==> src/rtl/burst_gate_gen.sv <==
// ---------------------------------------------------------------------------
// burst_gate_gen
//
// Builds the colour-burst gate for the chroma loop filter directly from the
// raw composite ADC sample stream. Sync tips are sliced against a threshold
// and only pulses of horizontal-sync width are accepted, so equalising and
// broad (vsync) pulses are ignored. After each accepted hsync the breezeway
// is waited out and the burst gate is raised for a fixed window. The line
// period between accepted hsyncs is tracked to report horizontal lock.
//
// Ports
//   clk           in   sample clock, one sample per cycle
//   rst           in   asynchronous, active-high reset
//   sample_in     in   composite video sample, unsigned, SAMPLE_W bits
//   burst_active  out  burst gate, BURST_LEN consecutive cycles per valid line
//   hsync_pulse   out  one-cycle strobe per width-qualified hsync
//   line_locked   out  horizontal timing lock status
//
// All outputs are registered.
// ---------------------------------------------------------------------------
module burst_gate_gen #(
  parameter int SAMPLE_W     = 12,
  parameter int SYNC_THRESH  = 400,
  parameter int SYNC_MIN     = 40,
  parameter int SYNC_MAX     = 100,
  parameter int BURST_DELAY  = 12,
  parameter int BURST_LEN    = 32,
  parameter int LINE_MIN     = 850,
  parameter int LINE_MAX     = 970,
  parameter int LOCK_LINES   = 4,
  parameter int LINE_TIMEOUT = 16384
) (
  input  logic                clk,
  input  logic                rst,
  input  logic [SAMPLE_W-1:0] sample_in,
  output logic                burst_active,
  output logic                hsync_pulse,
  output logic                line_locked
);

  // Width counter saturates one above SYNC_MAX so that over-long pulses stay
  // distinguishable from a valid maximum-width pulse.
  localparam int WIDTH_W = $clog2(SYNC_MAX + 2);
  localparam int CNT_MAX = (BURST_DELAY > BURST_LEN) ? BURST_DELAY : BURST_LEN;
  localparam int CNT_W   = $clog2(CNT_MAX + 1);
  localparam int LINE_W  = 15;
  localparam int RUN_W   = $clog2(LOCK_LINES + 1);

  localparam logic [SAMPLE_W-1:0] THRESH_V    = SAMPLE_W'(SYNC_THRESH);
  localparam logic [WIDTH_W-1:0]  WIDTH_ONE   = WIDTH_W'(1);
  localparam logic [WIDTH_W-1:0]  WIDTH_MIN_V = WIDTH_W'(SYNC_MIN);
  localparam logic [WIDTH_W-1:0]  WIDTH_MAX_V = WIDTH_W'(SYNC_MAX);
  localparam logic [WIDTH_W-1:0]  WIDTH_SAT_V = WIDTH_W'(SYNC_MAX + 1);
  localparam logic [CNT_W-1:0]    CNT_ONE     = CNT_W'(1);
  localparam logic [CNT_W-1:0]    DELAY_LAST  = CNT_W'(BURST_DELAY - 1);
  localparam logic [CNT_W-1:0]    BURST_LAST  = CNT_W'(BURST_LEN - 1);
  localparam logic [LINE_W-1:0]   LINE_ONE    = LINE_W'(1);
  localparam logic [LINE_W-1:0]   LINE_MIN_V  = LINE_W'(LINE_MIN);
  localparam logic [LINE_W-1:0]   LINE_MAX_V  = LINE_W'(LINE_MAX);
  localparam logic [LINE_W-1:0]   LINE_TO_V   = LINE_W'(LINE_TIMEOUT);
  localparam logic [RUN_W-1:0]    RUN_ONE     = RUN_W'(1);
  localparam logic [RUN_W-1:0]    RUN_LOCK_V  = RUN_W'(LOCK_LINES);

  typedef enum logic [2:0] {
    SEARCH    = 3'd0,
    WAIT_FALL = 3'd1,
    IN_SYNC   = 3'd2,
    PORCH     = 3'd3,
    BURST     = 3'd4
  } state_t;

  state_t               state_r, state_s;
  logic [WIDTH_W-1:0]   width_r, width_s;
  logic [CNT_W-1:0]     cnt_r, cnt_s;
  logic [LINE_W-1:0]    line_r, line_s;
  logic [RUN_W-1:0]     run_r, run_s;
  logic                 have_ref_r, have_ref_s;
  logic                 locked_s;
  logic                 below_s;
  logic                 valid_s;
  logic                 in_window_s;

  assign below_s     = (sample_in < THRESH_V);
  assign in_window_s = (line_r >= LINE_MIN_V) && (line_r <= LINE_MAX_V);

  // Sync slicer / width qualifier / porch-and-burst sequencer.
  always_comb begin
    state_s = state_r;
    width_s = width_r;
    cnt_s   = cnt_r;
    valid_s = 1'b0;
    case (state_r)
      // Only arm once the line is above threshold, so a sync already in
      // progress when reset released is never measured.
      SEARCH: begin
        if (!below_s) begin
          state_s = WAIT_FALL;
        end else begin
          state_s = SEARCH;
        end
      end
      WAIT_FALL: begin
        if (below_s) begin
          state_s = IN_SYNC;
          width_s = WIDTH_ONE;
        end else begin
          state_s = WAIT_FALL;
        end
      end
      IN_SYNC: begin
        if (below_s) begin
          if (width_r < WIDTH_SAT_V) begin
            width_s = width_r + WIDTH_ONE;
          end else begin
            width_s = width_r;
          end
        end else begin
          // First sample back above threshold: qualify the pulse width.
          if ((width_r >= WIDTH_MIN_V) && (width_r <= WIDTH_MAX_V)) begin
            valid_s = 1'b1;
            state_s = PORCH;
            cnt_s   = '0;
          end else begin
            state_s = WAIT_FALL;
          end
        end
      end
      // Porch and burst are blind to the input: noise here cannot retrigger.
      PORCH: begin
        if (cnt_r == DELAY_LAST) begin
          state_s = BURST;
          cnt_s   = '0;
        end else begin
          cnt_s = cnt_r + CNT_ONE;
        end
      end
      BURST: begin
        if (cnt_r == BURST_LAST) begin
          state_s = WAIT_FALL;
          cnt_s   = '0;
        end else begin
          cnt_s = cnt_r + CNT_ONE;
        end
      end
      default: begin
        state_s = SEARCH;
        width_s = '0;
        cnt_s   = '0;
      end
    endcase
  end

  // Line period measurement and lock run tracking.
  always_comb begin
    line_s     = line_r;
    run_s      = run_r;
    have_ref_s = have_ref_r;
    locked_s   = line_locked;
    if (line_r < LINE_TO_V) begin
      line_s = line_r + LINE_ONE;
    end else begin
      line_s = line_r;
    end
    // A valid hsync takes priority over a timeout landing in the same cycle.
    if (valid_s) begin
      line_s     = '0;
      have_ref_s = 1'b1;
      // Without a previous reference the period is meaningless; just restart.
      if (have_ref_r) begin
        if (in_window_s) begin
          if (run_r < RUN_LOCK_V) begin
            run_s = run_r + RUN_ONE;
          end else begin
            run_s = run_r;
          end
          if (run_s == RUN_LOCK_V) begin
            locked_s = 1'b1;
          end else begin
            locked_s = line_locked;
          end
        end else begin
          // Half-line and broad pulses reset the run but keep existing lock.
          run_s = '0;
        end
      end else begin
        run_s = run_r;
      end
    end else if (line_r == LINE_TO_V) begin
      locked_s   = 1'b0;
      run_s      = '0;
      have_ref_s = 1'b0;
    end else begin
      locked_s = line_locked;
    end
  end

  // State, counters and registered outputs.
  always_ff @(posedge clk or posedge rst) begin
    if (rst) begin
      state_r      <= SEARCH;
      width_r      <= '0;
      cnt_r        <= '0;
      line_r       <= '0;
      run_r        <= '0;
      have_ref_r   <= 1'b0;
      hsync_pulse  <= 1'b0;
      burst_active <= 1'b0;
      line_locked  <= 1'b0;
    end else begin
      state_r      <= state_s;
      width_r      <= width_s;
      cnt_r        <= cnt_s;
      line_r       <= line_s;
      run_r        <= run_s;
      have_ref_r   <= have_ref_s;
      hsync_pulse  <= valid_s;
      // Gate follows the BURST state exactly, registered.
      burst_active <= (state_s == BURST);
      line_locked  <= locked_s;
    end
  end

endmodule

==> config.mk <==
export PLATFORM = sky130hd
export DESIGN_NAME = burst_gate_gen
export DESIGN_NICKNAME = d
export VERILOG_FILES = /design/src/rtl/burst_gate_gen.sv
export SDC_FILE = /design/constraint.sdc
export NUM_CORES = 1
export LEC_CHECK = 0
export CELL_PAD_IN_SITES_DETAIL_PLACEMENT = 1
export CELL_PAD_IN_SITES_GLOBAL_PLACEMENT = 1
export CORE_ASPECT_RATIO = 1.2
export CORE_UTILIZATION = 43
export CTS_BUF_LIST = sky130_fd_sc_hd__clkbuf_2
export DETAILED_ROUTE_END_ITERATION = 10
export MAX_ROUTING_LAYER = met4
export PLACE_DENSITY = 0.82
export SYNTH_ARGS = -nofsm -noshare
export SYNTH_HDL_FRONTEND = slang
export SYNTH_SLANG_ARGS = --single-unit
==> constraint.sdc <==
create_clock -name clk -period 4 [get_ports clk]
set_input_delay 0.8 -clock clk [delete_from_list [all_inputs] [get_ports clk]]
set_output_delay 0.8 -clock clk [all_outputs]
set_load 0.01 [all_outputs]
* After elaboration in Yosys (flattened, before gate mapping)
Cells that the tools add are included.
Operators by class: bitwise operators 2, shift operators 0, divide/modulo/power cells 0, multiplexer cells 35, order comparisons 8, eq/ne operators 17, $mul 0, reductions and logical operators 11, add/sub/neg operators 4
Operator list (count):
- $mux 3 | 11
- $mux 15 | 2
- $mux 6 | 4
- $pmux 6 s4 | 1
- $mux 7 | 3
- $pmux 7 s3 | 1
- $add 15x1->15 const B | 1
- $eq 15x15->1 const B | 1
- $ge 15x10->1 const B | 1
- $le 15x10->1 const B | 1
- $lt 15x15->1 const B | 1
- $pmux 3 s5 | 1
- $lt 12x9->1 const B | 1
- $ne 2x2->1 const B | 6
- $mux 1 | 10
- $eq 3x3->1 const B | 3
- $reduce_and 4->1 | 2
- $add 7x1->7 const B | 1
- $ge 7x6->1 const B | 1
- $le 7x7->1 const B | 1
- $lt 7x7->1 const B | 1
- $add 6x1->6 const B | 1
- $eq 3x2->1 const B | 2
- $eq 6x4->1 const B | 1
- 14 further kinds | 19
Storage, ports and cells: memories kept 0, output and inout bits 3, ROM bits 0, latch bits 0, memory bits (writable) 0, bits in registers 38

* Longest topological paths before layout
depth after elaboration 11, depth in mapped cells 7

* Worst setup path after synthesis
OpenSTA, ideal clock, no wires.
path kind input-to-reg, start input port sample_in[6], end register width_r[5], slack 1.790 ns, library setup time 0.077 ns, arrival time 2.133 ns, stages on the path 5, cell sequence o311ai_4 > a21oi_2 > or4_1 > or3_1 > a21oi_1
On the way: cells in the longest elaborated chain, start to end 3, elaborated cells on any way between the ends 4
RTL lines:
- start, declared | RTL line 35 | input logic [SAMPLE_W-1:0] sample_in,
- $lt 12x9->1 (*) | RTL line 83 | assign below_s = (sample_in < THRESH_V);
- $ne 2x2->1 (no source line)
- $reduce_and 4->1 (no source line) (*)
- end signal, assigned | RTL line 211 | width_r <= width_s;
- end, declared | RTL line 73 | logic [WIDTH_W-1:0] width_r, width_s;
Every way passes the cells marked *; elsewhere a longest branch is shown, timed or not. A chain may end at the register's enable or synchronous reset.

* Worst setup path in the final report
Ends and elaborated chain as after synthesis.

==> summary.md <==
| Metric | Value |
|---|---|
| Status | finished clean |
| Register area share after synthesis | 0.416 |
| GRT Total Usage | 0.222 |
| Final Net Count | 284 |
| RD Place Congestion | approximately 0.84 |
| Placed Cells | 317 |
| Wirelength, routed | 5.35 mm |
| CP Class | input port to register |
| Critical path buffers and inverters | 1 |
| Total grt overflow | 0 |
| Final antenna-violating net count | 0 |
| Synth Cell Area | 2290 µm² |
| Critical path, cell by cell | clkdlybuf4s50_1, o311ai_4, a21oi_2, or4_1, or3_1, a21oi_1 |
| DP HPWL | 3.92 mm |
| Via count | approximately 1900 |
| Post_cts resized | 0 |
| Pwr/cell area | about 330 nW/µm² |
| CP arrival | 2.75 ns |
| N_diodes | 0 |
| Hold crit path type | register to register |
| Final Cycle Share | 0.596 |
| Synth Flop Type | dfrtp_1 |
| Hold_buf cts | 0 |
| Port Buffers | 12 |
| Data required time of the worst path | approximately 4.4 ns |
| Seq. cell area | ~950 µm² |
| Root Buffer | clkbuf_2 |
| Met1 GRT Util | 0.273 |
| Core area | 5010 µm² |
| Post-synth EDFFs | 0 |
| CTS tree | yes |
| Tmin final | approximately 2.4 ns |
| CP delay by family, top | simple AND/OR/NAND/NOR gates |
| Count of final setup violators | 0 |
| Crit end category | register |
| Hold Vio Cnt, Final | 0 |
| Worst VDD drop | 0.228 mV |
| Avg WL per Cell | ~16 µm |
| Initial antenna violation count | 0 |
| Area delta synth->final | 8.86% |
| Starting Density | 0.457 |
| Die H | a little over 80 µm |
| Post-synthesis net count | between 200 and 300 |
| Fillers | 617 |
| Fin Hold WS | 0.512 ns |
| Number of synthesized register bits | 38 |
| Post-CTS Repair Setup Buffers | 0 |
| Row Count | 28 |
| Max Cap Violations | 0 |
| Number of global-route vias before repair | 1963 |
| Clk sinks | 38 |
| Die Width | 68.6 µm |
| Max Fclk | approximately 420 MHz |
| Vias/cell | 5.97 |
| Bufs on Longest Clock Path | 2 |
| Grt met2 use | 0.372 |
| Die Footprint | 5620 µm² |
| GRT busiest layer | met2 |
| Synthesized area per cell | 9.05 µm² |
| H-tree depth | 2 |
| Setup TNS | 0 ns |
| Clk slew on worst S/H paths | 0.21 ns |
| Area of the multi-input gates | 1250 µm² |
| Synth top area share | 0.416 |
| Pwr Total | 0.000823 W |
| Crit-path slowest cell | or4_1 |
| Worst-path maximum fanout | 4 |
| Startpoint types | input port |
| Max-Slew Margin vs Limit | 0.358 |
| Share of cells above drive strength 1 | 0.0755 |
| Fin cells | 325 |
| LEAKAGE | 1.03 nW |
| Ports | 17 |
| Post-synth cell types | 62 |
| Worst-skew pair later-pin latency | 0.41 ns |
| Residual DRC | 0 |
| Dominant cells by area after synthesis | dfrtp_1 (42%), nor2_1 (4.1%), o21ai_0 (3.5%) |
| First-pass GRT wire length | between 9 and 10 mm |
| Slowest stage delay, CP | 0.53 ns |
| Drt first-iter violations | 48 |
| Unrepaired setup endpoints after global routing | false |
| TritonCTS buffer count | 5 |
| Max Slew Vio Count | 0 |
| Mapped Cells | between 200 and 300 |
| Largest net degree at the start of global routing | 25 |
| Slew of the pin with the lowest slew margin | 0.962 ns |
| Warnings, synthesis | 0 |
| Most area-hungry cell type in the Yosys netlist | dfrtp_1 |
| Drt pass-1 iters | 4 |
| GR Layer Usage met3 | 0.0333 |
| Clock Skews | 0.0338 ns |
| Async SR Flop Fraction | 1.00 |
==> worst min-delay path, delay by kind of cell (launching register included) <==
| kind | cells | cell delay, ns |
|---|---|---|
| compound gates | 1 | 0.06 |
| flops | 1 | 0.39 |
| simple gates | 1 | 0.05 |
==> sequential cells by signal, summed over array words and instances (netlist names) <==
register / count
line_locked: 1
have_ref_r: 1
hsync_pulse: 1
width_r: 7
run_r: 3
state_r: 3
cnt_r: 6
line_r: 15
burst_active: 1
==> cells by family (layout without fill, tap and decap cells) <==
logic type / count (synthesis) / count (layout) / share of synthesized area
adders and majority gates: 6 / 6 / 0.0328
buffers and inverters: 21 / 33 / 0.0366
DFF: 38 / 38 / 0.416
xor gates and xnor gates: 10 / 10 / 0.0383
AOI/OAI and AO/OA: 64 / 64 / 0.199
and+or+nand+nor: 111 / 111 / 0.264
muxes: 3 / 3 / 0.0137
==> layout by cell type, fill, tap and decap left out, drive strengths merged, types with 2 or more instances in the layout <==
cell type      count
a21o               2
a21oi             13
a22o               2
a41oi              2
and2               4
and3               4
clkbuf             6
clkdlybuf4s50     12
clkinv             2
dfrtp             38
ha                 6
inv               12
mux2i              2
nand2             17
nand2b             6
nand3             12
nand3b             2
nand4              6
nor2              25
nor2b              3
nor3               7
nor4               2
nor4b              3
o21a               2
o21ai             19
o22ai              2
o311ai             3
o31ai              4
or2                3
or3                8
or4                3
xnor2              3
xor2               7
==> power by group <==
group	internal [W]	switching (W)	leakage (nW)
Sequential	0.000413	0.0000475	0.515
Combinational	0.0000800	0.000106	0.486
Clock	0.0000429	0.000134	0.0304
==> per-stage QoR <==
step / utilization / setup WS, ns / cell area [µm²]
after global placement: 0.490 / 1.20 / 2450
after detailed placement: 0.490 / 1.16 / 2450
after floorplan: - / 1.79 / 2290
after CTS: 0.497 / 1.62 / 2490
final: 0.497 / 1.61 / 2490
after global routing: 0.497 / 1.53 / 2490
==> worst paths after layout <==
kind | startpoint | endpoint | slack [ns] | cells past startpoint
max | sample_in[6] | width_r[5] | 1.61 | 6
min | line_locked | line_locked | 0.51 | 2
max reg2reg | width_r[3] | line_r[14] | 1.80 | 4
min reg2reg | line_locked | line_locked | 0.51 | 2
max in group asynchronous | rst | line_r[5] | 2.33 | 3
min in group asynchronous | rst | cnt_r[4] | 0.87 | 2
==> final cells by class <==
type / instances / share of cell area
Multi-Input combinational cell: 194 / 0.503
Clock buffer: 6 / 0.0121
Timing Repair Buffer: 13 / 0.0512
Clock inverter: 2 / 0.00352
Sequential cell: 38 / 0.382
Inverter: 12 / 0.0181
Tap cell: 60 / 0.0301
==> synth_stat cells, types with 2 or more instances <==
master / number
xor2_1: 7
or4_1: 3
o21ai_0: 16
clkbuf_1: 4
nor2b_1: 3
a22o_1: 2
nand3b_1: 2
nand4_1: 6
nor4b_1: 3
nor2_1: 25
mux2i_1: 2
nand2_1: 17
ha_1: 6
buf_2: 4
a21oi_1: 12
o31ai_1: 4
nor4_1: 2
nor3_1: 6
a41oi_1: 2
o21a_1: 2
xnor2_1: 3
and2_1: 3
dfrtp_1: 38
a21o_1: 2
or2_2: 2
inv_1: 12
o22ai_1: 2
and3_1: 4
o21ai_1: 3
nand2b_1: 6
or3_1: 8
nand3_1: 12
==> metal layers <==
metal / share of wire / wire (µm)
met2: 0.49 / 2640
met4: 0.013 / 72
met5: 0 / 0
met1: 0.47 / 2510
met3: 0.024 / 129
Note: power is estimated with default switching activity, not from simulation.
==> RTL edit, RTL diff (same flow settings) <==
Re-encode `state_t` (5 states) as one-hot, 5 bits wide.
--- a/src/rtl/burst_gate_gen.sv
+++ b/src/rtl/burst_gate_gen.sv
@@ -61,12 +61,12 @@
   localparam logic [RUN_W-1:0]    RUN_ONE     = RUN_W'(1);
   localparam logic [RUN_W-1:0]    RUN_LOCK_V  = RUN_W'(LOCK_LINES);
 
-  typedef enum logic [2:0] {
-    SEARCH    = 3'd0,
-    WAIT_FALL = 3'd1,
-    IN_SYNC   = 3'd2,
-    PORCH     = 3'd3,
-    BURST     = 3'd4
+  typedef enum logic [4:0] {
+    SEARCH    = 5'b00001,
+    WAIT_FALL = 5'b00010,
+    IN_SYNC   = 5'b00100,
+    PORCH     = 5'b01000,
+    BURST     = 5'b10000
   } state_t;
 
   state_t               state_r, state_s;
Function: same outputs for any inputs over 10 cycles, from zero or initial values and one cycle with rst high; not proved beyond that.
==> RTL edit against the original RTL <==
The flow now finishes with violations (design-rule violations); synthesized area rose by 6.1%; cell count rose by 5.2%; worst setup slack got worse by 48 ps; critical endpoint is now line_r[8]$_DFFE_PP0P_; sequential cell count rose by 2; first-iteration DRC count rose by 29%; highest routed layer unchanged; total power rose by 13%; final area rose by 6.9%; routed wire length rose by 4.6%.
==> RTL edit: results <==
[critical_path]
cp_slowest_cell = or3_1
r2r_slack_ps = 1740
arrival_ps = 2800
critPathCapture = line_r[8]$_DFFE_PP0P_
reg2reg_depth = 5
critPathMaxStageDelay_ps = 410

[global_route]
use_met2_pct = 37.1
track_usage_pct = 21.2
grt_pass1_vias = 2105
grt_pass1_wl_um = 9700

[status]
violations = design-rule violations
status = finished, violations left

[min_path]
worstHoldPathCells = 1
min_to = cnt_r[1]$_DFFE_PP0P_
min_from = cnt_r[1]$_DFFE_PP0P_

[routing]
firstDrtPassIters = 7
drt_iter0_markers = 62
drt_wl_total_um = 5600
detailroute.wirelength.met2_um = 2880
wl_met1_um = 2470
drc = 4
route.met3.wl_um = 168
vias_per_cell = 6.04

[logic_synthesis]
yosysUniqueCellTypes = 64
synth_nets = 289
syn_area_per_cell_um2 = 9.02
ys_top_cells_by_area = dfrtp_1, nor2_1, nand3_1

[pwr]
p_seq_share_pct = 49.3
power_uw = 930
leakagePower_nw = 1.06
ir_drop_uv = 160

[finish]
final_cells = 342
fin_nets = 299
drive_above_1_share_pct = 8.93

[clock_tree]
path_clk_slew_ps = 190
clock_latency_ps = 440

[timing]
fin_skew_ps = 32.6
tightest_slew_ps = 545
finalHoldWorstSlack_ps = 557

[placement]
postPlaceCellArea_um2 = 2600
routabilityCongestion = 0.801
placed_cells = 334
==> RTL edit: cell count changes after synthesis, moves of 4 or more <==
cell	change
nand4_1	-4
or3_1	-5
o21ai_0	-4
nand3_1	+4
clkbuf_1	+4
nor2_1	+9
==> RTL edit: final cells by class <==
cell class / count / area [um2]
fillers: 633 / 2710
multi-input cells: 207 / 1340
flip-flops and latches: 40 / 1000
repair buffers: 14 / 135
well taps: 62 / 77.6
clock inverters: 3 / 42.5
inverters: 11 / 41.3
clock buffers: 5 / 25.0
==> RTL edit: kinds of logic after synthesis <==
logic type	Yosys count	synth area share, %
AOI/OAI and AO/OA	64	19.5
buffers and inverters	22	3.50
adders and majority gates	6	3.09
and+or+nand+nor	119	25.9
xor gates and xnor gates	15	5.41
DFF	40	41.3
muxes	3	1.29
==> RTL edit: worst reg2reg max path, delay by kind of cell, from the launching register on <==
kind            cells  cell delay [ps]
simple gates        4             1410
flops               1              500
compound gates      1              330
